[src/rtl/btn_pkg.sv]
// Shared definitions for the push-button input block: color codes, event FSM
// states, default debounce width and small one-hot helpers.
package btn_pkg;

  localparam int DB_CNT_W_DEF = 20;

  typedef enum logic [1:0] {
    COLOR_U = 2'd0,
    COLOR_R = 2'd1,
    COLOR_D = 2'd2,
    COLOR_L = 2'd3
  } color_e;

  typedef enum logic [1:0] {
    ST_WAIT_REL = 2'd0,
    ST_READY    = 2'd1,
    ST_HOLD     = 2'd2
  } state_e;

  // Bit order of the button vector is {U,R,D,L}.
  function automatic color_e color_of(input logic [3:0] onehot);
    color_e c;
    case (onehot)
      4'b0100: c = COLOR_R;
      4'b0010: c = COLOR_D;
      4'b0001: c = COLOR_L;
      default: c = COLOR_U;
    endcase
    return c;
  endfunction

  function automatic logic is_onehot(input logic [3:0] v);
    return (v != 4'd0) && ((v & (v - 4'd1)) == 4'd0);
  endfunction

endpackage

[src/rtl/btn_debounce.sv]
// One button: 2-flop synchronizer followed by a stability counter; the
// debounced level only follows the input after 2^DB_CNT_W unchanged cycles.
module btn_debounce
  import btn_pkg::*;
#(
  parameter int DB_CNT_W = DB_CNT_W_DEF
) (
  input  logic board_clk,
  input  logic Reset,
  input  logic btn_raw,
  output logic sync_level,
  output logic level
);

  logic                sync1_q;
  logic                sync2_q;
  logic                level_q;
  logic                level_d;
  logic [DB_CNT_W-1:0] cnt_q;
  logic [DB_CNT_W-1:0] cnt_d;

  always_comb begin
    // NOTE: every always_comb output gets a default first so no path can
    // leave it unassigned and infer a latch.
    cnt_d   = '0;
    level_d = level_q;
    if (sync2_q != level_q) begin
      if (cnt_q == '1) begin
        level_d = sync2_q;
      end else begin
        cnt_d = cnt_q + 1'b1;
      end
    end
  end

  // NOTE: sequential state uses non-blocking assignments so all flops
  // sample pre-edge values and the synchronizer really is two stages.
  always_ff @(posedge board_clk or posedge Reset) begin
    if (Reset) begin
      sync1_q <= 1'b0;
      sync2_q <= 1'b0;
      level_q <= 1'b0;
      cnt_q   <= '0;
    end else begin
      sync1_q <= btn_raw;
      sync2_q <= sync1_q;
      level_q <= level_d;
      cnt_q   <= cnt_d;
    end
  end

  assign sync_level = sync2_q;
  assign level      = level_q;

endmodule

[src/rtl/btn_input_ctrl.sv]
// Four debounced push-buttons feeding a one-event-per-press color FSM with a
// valid/ack handshake. Define PRESS_COUNT_EN to add the press_count output.
module btn_input_ctrl
  import btn_pkg::*;
#(
  parameter int DB_CNT_W = DB_CNT_W_DEF
) (
  input  logic       board_clk,
  input  logic       Reset,
  input  logic       Btn_U,
  input  logic       Btn_R,
  input  logic       Btn_D,
  input  logic       Btn_L,
  input  logic       enable,
  input  logic       color_ack,
  output logic       color_valid,
  output logic [1:0] color_code,
  output logic [3:0] btn_level,
  output logic       multi_err
`ifdef PRESS_COUNT_EN
  ,
  output logic [7:0] press_count
`endif
);

  logic [3:0] btn_raw;
  logic [3:0] sync_level;
  logic [3:0] level;
  logic [3:0] level_prev_q;
  logic [3:0] rise;

  state_e     state_q, state_d;
  color_e     code_q, code_d;
  logic       valid_q, valid_d;
  logic       err_q, err_d;
  logic [1:0] settle_q, settle_d;
`ifdef PRESS_COUNT_EN
  logic [7:0] press_cnt_q, press_cnt_d;
`endif

  assign btn_raw = {Btn_U, Btn_R, Btn_D, Btn_L};

  for (genvar i = 0; i < 4; i++) begin : g_db
    btn_debounce #(.DB_CNT_W(DB_CNT_W)) u_db (
      .board_clk  (board_clk),
      .Reset      (Reset),
      .btn_raw    (btn_raw[i]),
      .sync_level (sync_level[i]),
      .level      (level[i])
    );
  end

  assign rise = level & ~level_prev_q;

  always_comb begin
    state_d  = state_q;
    code_d   = code_q;
    valid_d  = 1'b0;
    err_d    = 1'b0;
    settle_d = (settle_q == 2'd3) ? settle_q : settle_q + 2'd1;
`ifdef PRESS_COUNT_EN
    press_cnt_d = press_cnt_q;
`endif
    case (state_q)
      // Debounced levels restart from 0 after reset, so also wait for the
      // synchronizers to settle low; a button held through reset is not a press.
      ST_WAIT_REL: begin
        if (level == 4'd0 && sync_level == 4'd0 && settle_q == 2'd3) begin
          state_d = ST_READY;
        end
      end
      ST_READY: begin
        if (enable) begin
          if (rise != 4'd0) begin
            if (is_onehot(rise) && (level & ~rise) == 4'd0) begin
              state_d = ST_HOLD;
              valid_d = 1'b1;
              code_d  = color_of(rise);
`ifdef PRESS_COUNT_EN
              press_cnt_d = press_cnt_q + 8'd1;
`endif
            end else begin
              state_d = ST_WAIT_REL;
              err_d   = 1'b1;
            end
          end
        end else if (level != 4'd0) begin
          state_d = ST_WAIT_REL;
        end
      end
      ST_HOLD: begin
        if (!enable || color_ack) begin
          state_d = ST_WAIT_REL;
        end else begin
          valid_d = 1'b1;
        end
      end
      default: state_d = ST_WAIT_REL;
    endcase
  end

  always_ff @(posedge board_clk or posedge Reset) begin
    if (Reset) begin
      state_q      <= ST_WAIT_REL;
      code_q       <= COLOR_U;
      valid_q      <= 1'b0;
      err_q        <= 1'b0;
      settle_q     <= 2'd0;
      level_prev_q <= 4'd0;
`ifdef PRESS_COUNT_EN
      press_cnt_q  <= 8'd0;
`endif
    end else begin
      state_q      <= state_d;
      code_q       <= code_d;
      valid_q      <= valid_d;
      err_q        <= err_d;
      settle_q     <= settle_d;
      level_prev_q <= level;
`ifdef PRESS_COUNT_EN
      press_cnt_q  <= press_cnt_d;
`endif
    end
  end

  assign color_valid = valid_q;
  assign color_code  = code_q;
  assign btn_level   = level;
  assign multi_err   = err_q;
`ifdef PRESS_COUNT_EN
  assign press_count = press_cnt_q;
`endif

endmodule
[config.mk]
export PLATFORM = sky130hd
export DESIGN_NAME = btn_input_ctrl
export DESIGN_NICKNAME = d
export VERILOG_FILES = /design/src/rtl/btn_pkg.sv /design/src/rtl/btn_debounce.sv /design/src/rtl/btn_input_ctrl.sv
export SDC_FILE = /design/constraint.sdc
export NUM_CORES = 1
export LEC_CHECK = 0
export BUFFER_PORTS_ARGS = -buffer_cell sky130_fd_sc_hd__buf_2
export CORE_ASPECT_RATIO = 0.75
export CORE_MARGIN = 5
export CORE_UTILIZATION = 48
export DETAILED_ROUTE_END_ITERATION = 8
export GPL_ROUTABILITY_DRIVEN = 1
export PLACE_DENSITY = 0.6
export SLEW_MARGIN = 20
export SYNTH_ARGS = -nofsm -noshare
export SYNTH_HDL_FRONTEND = slang
export SYNTH_SLANG_ARGS = --single-unit
[constraint.sdc]
create_clock -name board_clk -period 4.8 [get_ports board_clk]
set_clock_uncertainty 0.2 [all_clocks]
set_input_delay 1.2 -clock board_clk [delete_from_list [all_inputs] [get_ports board_clk]]
set_output_delay 1.2 -clock board_clk [all_outputs]
set_load 0.01 [all_outputs]
Word level (Yosys, flattened, before mapping)
Cells that the tools add are included.
Storage, ports and cells
  register bits: 104
  input bits: 8
  output and inout port bits: 8
  word-level logic and storage cells: 95
Cells by class
  add/sub/neg operators: 6
  equal/unequal tests: 18
  mux-type cells: 25
  bitwise logic cells: 5
  reductions and logical operators: 19
Operator list (count)
  $mux W20: 8
  $add A20 B1 Y20 const B: 4
  $eq A20 B20 Y1 const B: 4
  $logic_not A4 Y1: 4
  $and A4 B4 Y4: 3
  $mux W2: 6
  $pmux W2 S3: 2
  $mux W1: 8
  $not A4 Y4: 2
  $reduce_and A2 Y1: 4
  $reduce_and A4 Y1: 2
  $reduce_bool A4 Y1: 2
  $ne A3 B3 Y1 const B: 2
  $eq A2 B2 Y1 const B: 2
  $eq A4 B1 Y1 const B: 1
  $eq A4 B2 Y1 const B: 1
  $eq A4 B3 Y1 const B: 1
  $logic_and A1 B1 Y1: 4
  $ne A1 B1 Y1: 4
  $ne A2 B2 Y1 const B: 2
  $sub A4 B1 Y4 const B: 1
  $add A2 B1 Y2 const B: 1
  $eq A2 B1 Y1 const B: 1
  $logic_not A2 Y1: 1
  3 further kinds: 3

Depth between registers and ports, before layout
  word-level depth: 11
  mapped depth: 8

Hierarchy
A second synthesis with hierarchy kept.
Second synthesis, totals
  cells, all modules: 518
  area total of the unflattened synthesis: 5223.8 um^2
Modules (own cells, without submodules)
  btn_debounce: times used 4, cells each 116, area each 1144.8 um^2
  btn_input_ctrl: times used 1, cells each 54, area each 644.4 um^2

Worst setup path after synthesis
Ideal clock, no wire load.
  path type: input port to flip-flop
  start point: in color_ack
  end point: reg state_q[1]
  library setup time: 0.125 ns
  arrival time: 2.071 ns
  slack: 2.404 ns
  cell stages on the path: 5
  cells stage by stage: and3b_1 -> a31oi_1 -> o21ai_0 -> a21oi_1 -> mux2_2
On the way
  word-level cells in the longest chain between the ends: 3
Ends and longest elaborated chain
  start: declaration: line btn_input_ctrl.sv:15  | input logic color_ack,
  $logic_or A1 B1 Y1: line btn_input_ctrl.sv:92  | if (!enable || color_ack) begin
  $ne A2 B2 Y1 (no source line)
  $reduce_and A4 Y1 (no source line)
  end signal: assignment: line btn_input_ctrl.sv:114  | state_q <= state_d;
  end: declaration: line btn_input_ctrl.sv:32  | state_e state_q, state_d;
No other way between the ends.
A chain may end at the register's enable or synchronous reset.

Final worst setup path
  start point: reg g_db[0].u_db.level_q
  end point: out btn_level[0]
RTL lines
  start: declaration: line btn_debounce.sv:17  | logic level_q;
  start signal: assignment: line btn_debounce.sv:47  | level_q <= level_d;
  end: declaration: line btn_input_ctrl.sv:18  | output logic [3:0] btn_level,
No word-level cell between the ends.

==> key figures <==
Outcome
  • Status: finished, final reports clean

Clock network
  • H-Tree Level Count: 3
  • Post-CTS Hold Fix Bufs: 0
  • CTS buffer count: 9
  • Post-CTS Setup Inserts: 0
  • Clk buf depth: 2
  • CTS resizes: 0
  • CTS tree: yes
  • Reg clk slew, reported paths: 0.07 ns
  • Clk root buf: clkbuf_16
  • Worst-Skew Late Latency: 0.34 ns
  • Clock sink count: about 100

STA
  • Tmin final: 2.45 ns
  • Endpoints failing hold: 0
  • FMAX: just over 0.4 GHz
  • Max Slew Vio Count: 0
  • Setup TNS Final: 0 ns
  • Slew @ Worst Pin: ~0.8 ns
  • Final period util: 0.510
  • RSZ-0062 raised after global routing: no
  • Setup Viol. Count Final: 0
  • Final hold slack: around 0.15 ns
  • Worst slew margin: 0.476

Finish
  • Most frequent cells in the layout: dfrtp_1, nor2_1, xor2_1
  • NumNets Final: 500
  • Ant. Diodes: 0
  • Cell Count, Final, Fillers Out: 621
  • Area growth, synth to finish: 10.6%
  • FILL cells: 845
  • Layout cells sized above 1: 0.0961
  • Most common library cell in the layout ignoring fill and taps: dfrtp_1

Global route
  • First-pass GRT wire length: 15000 um
  • Initial antenna violation count: 0
  • Largest net degree at the start of global routing: between 50 and 60
  • GRT Total Usage: 0.151
  • Global route overflow: 0
  • Vias in the first global route: 3107

Floorplan
  • Chip height: 96.7 um
  • Row count: 31
  • Core box area: ~9700 um^2
  • Die area: around 12000 um^2
  • Die X: 126 um
  • Io pins: 16
  • Initial Util: 0.494

Yosys
  • Largest family of logic cells by synthesized area: simple AND/OR/NAND/NOR gates
  • Synth Net Count: slightly below 500
  • Netlist cell types: 39
  • Post-synthesis instance total: roughly 470
  • Mapped cell area: slightly below 5000 um^2
  • Post-synth EDFFs: 0
  • Synth Area in Adders: 0.0208
  • Register area share after synthesis: 0.541
  • Avg Inst Size Synth: roughly 10 um^2
  • Synth async-reset ratio: 1.00
  • Primary FF master, synth: dfrtp_1
  • Post-synthesis mux area share: 0.0185
  • Yosys reg bits: approximately 100
  • Ys Warns: 0
  • Post-synthesis xor/xnor area fraction: 0.135
  • Post-synthesis simple-gate area fraction: 0.235
  • Synth Area in Compound Gates: 0.0252

Critical path
  • Crit Path Class: reg2out
  • Worst reg2reg setup slack: around 2.4 ns
  • Buf+Inv Stages, Crit Path: 1
  • Crit. End Element: primary output
  • Worst endpoint required time: 3.40 ns
  • Critical path arrival: about 1.1 ns
  • Worst setup SP type: register
  • Cells along the critical path: buf_2
  • Crit Path Max Fanout: 9
  • Slowest CP cell: dfrtp_1
  • Cell family with most CP delay: flip-flops
  • Slowest stage delay, CP: 0.50 ns

Min path
  • Min-delay worst type: reg2reg

Detailed routing
  • Final WL: about 8400 um
  • Residual DRC: 0
  • Drt wl/cell: between 10 and 15 um
  • Initial DRC Count: 239
  • Via count: between 3000 and 4000
  • Vias per inst: about 5
  • Post-DRT Antenna Nets: 0
  • DR pass1 iterations: 6

Flow run
  • Max-Cap Viols: 0

Placed design
  • Inst Count DP: roughly 610
  • HPWL Detailed: 5660 um
  • Placer congestion estimate: approximately 0.73
  • PortBufs: 15

Power
  • LEAKAGE: about 2.3 nW
  • VDD IR-drop max: 0.183 mV
  • Pwr per Cell Area: 330 nW/um^2
through the flow:
| stage | total power, mW | area (um^2) | worst slack, ns | utilization |
|---|---|---|---|---|
| floorplan | 0.985 | 4810 | 0.668 | - |
| finish | 1.76 | 5320 | 2.35 | 0.547 |
| detailed placement | 1.01 | 5000 | 2.22 | 0.514 |
| global route | 1.83 | 5320 | 2.21 | 0.547 |
| CTS | 1.78 | 5320 | 2.32 | 0.547 |
| global placement | 1.01 | 5000 | 2.25 | 0.514 |
cell usage after synthesis (2+ instances only):
library cell    n  area [um^2]
buf_2           4         20.0
nand2_1        28          105
or3_1           4         25.0
xor2_1         44          385
a21oi_1         6         30.0
nor4_2          2         25.0
nor2b_1         3         18.8
nor3_1          7         35.0
nor4_1          4         25.0
buf_4           4         30.0
o21a_1          2         15.0
nand3_1        30          150
or2_1           2         12.5
mux2_2          7         78.8
dfrtp_1       104         2600
and4_1          9         78.8
nand2b_1        6         37.5
and3_1          9         56.3
o21ai_0         5         25.0
a31oi_1         2         12.5
nand4_1        20          125
inv_1          14         52.6
xnor2_1        30          263
o22ai_1         2         12.5
clkbuf_1        2         7.51
and2_1          4         25.0
nor2_1         93          349
ha_1            8          100
nor3_2          2         20.0
final timing paths:
kind / startpoint / end / cells past startpoint
worst max register to register: g_db[3].u_db.cnt_q[0] / g_db[3].u_db.cnt_q[12] / 6
min in group asynchronous: Reset / g_db[0].u_db.cnt_q[15] / 2
worst min-delay path: g_db[2].u_db.sync1_q / g_db[2].u_db.sync_level / 0
worst max-delay path: g_db[0].u_db.level / btn_level[0] / 1
worst min register to register: g_db[2].u_db.sync1_q / g_db[2].u_db.sync_level / 0
max in group asynchronous: Reset / g_db[1].u_db.cnt_q[7] / 3
layer usage:
| metal | global-route usage | part of all wire | vias to the layer above |
|---|---|---|---|
| met1 | 0.224 | 0.54 | 1546 |
| li1 | - | - | 1601 |
| met2 | 0.210 | 0.42 | 34 |
| met5 | 0 | 0 | - |
| met3 | 0.0529 | 0.033 | 8 |
| met4 | 0.0408 | 0.0086 | 0 |
final cells by class:
class | count | area (um^2) | share of cell area
repair buffers | 17 | 90.1 | 0.0169
clock inverters | 2 | 35.0 | 0.00658
clock buffers | 14 | 284 | 0.0534
well taps | 132 | 165 | 0.0310
inverters | 14 | 55.1 | 0.0103
multi-input cells | 338 | 2090 | 0.393
flip-flops and latches | 104 | 2600 | 0.489
flip-flops by register name, indices dropped and copies added, names as in the netlist:
name,count
g_db.u_db.cnt_q,80
settle_q,2
state_q,2
color_valid,1
multi_err,1
g_db.u_db.level,4
color_code,2
g_db.u_db.sync1_q,4
g_db.u_db.sync_level,4
level_prev_q,4
cells by family after synthesis:
logic type	after synthesis
compound gates	20
xor+xnor	74
fa+ha+maj	8
buf+inv	25
flops	104
mux	8
simple gates	228
power breakdown:
group          switching, mW  internal [mW]  total (mW)  leakage (nW)
Clock                  0.304          0.461       0.765         0.159
Sequential            0.0132          0.892       0.905          1.41
Combinational         0.0571         0.0283      0.0854         0.755
Note: power is estimated with default switching activity, not from simulation.
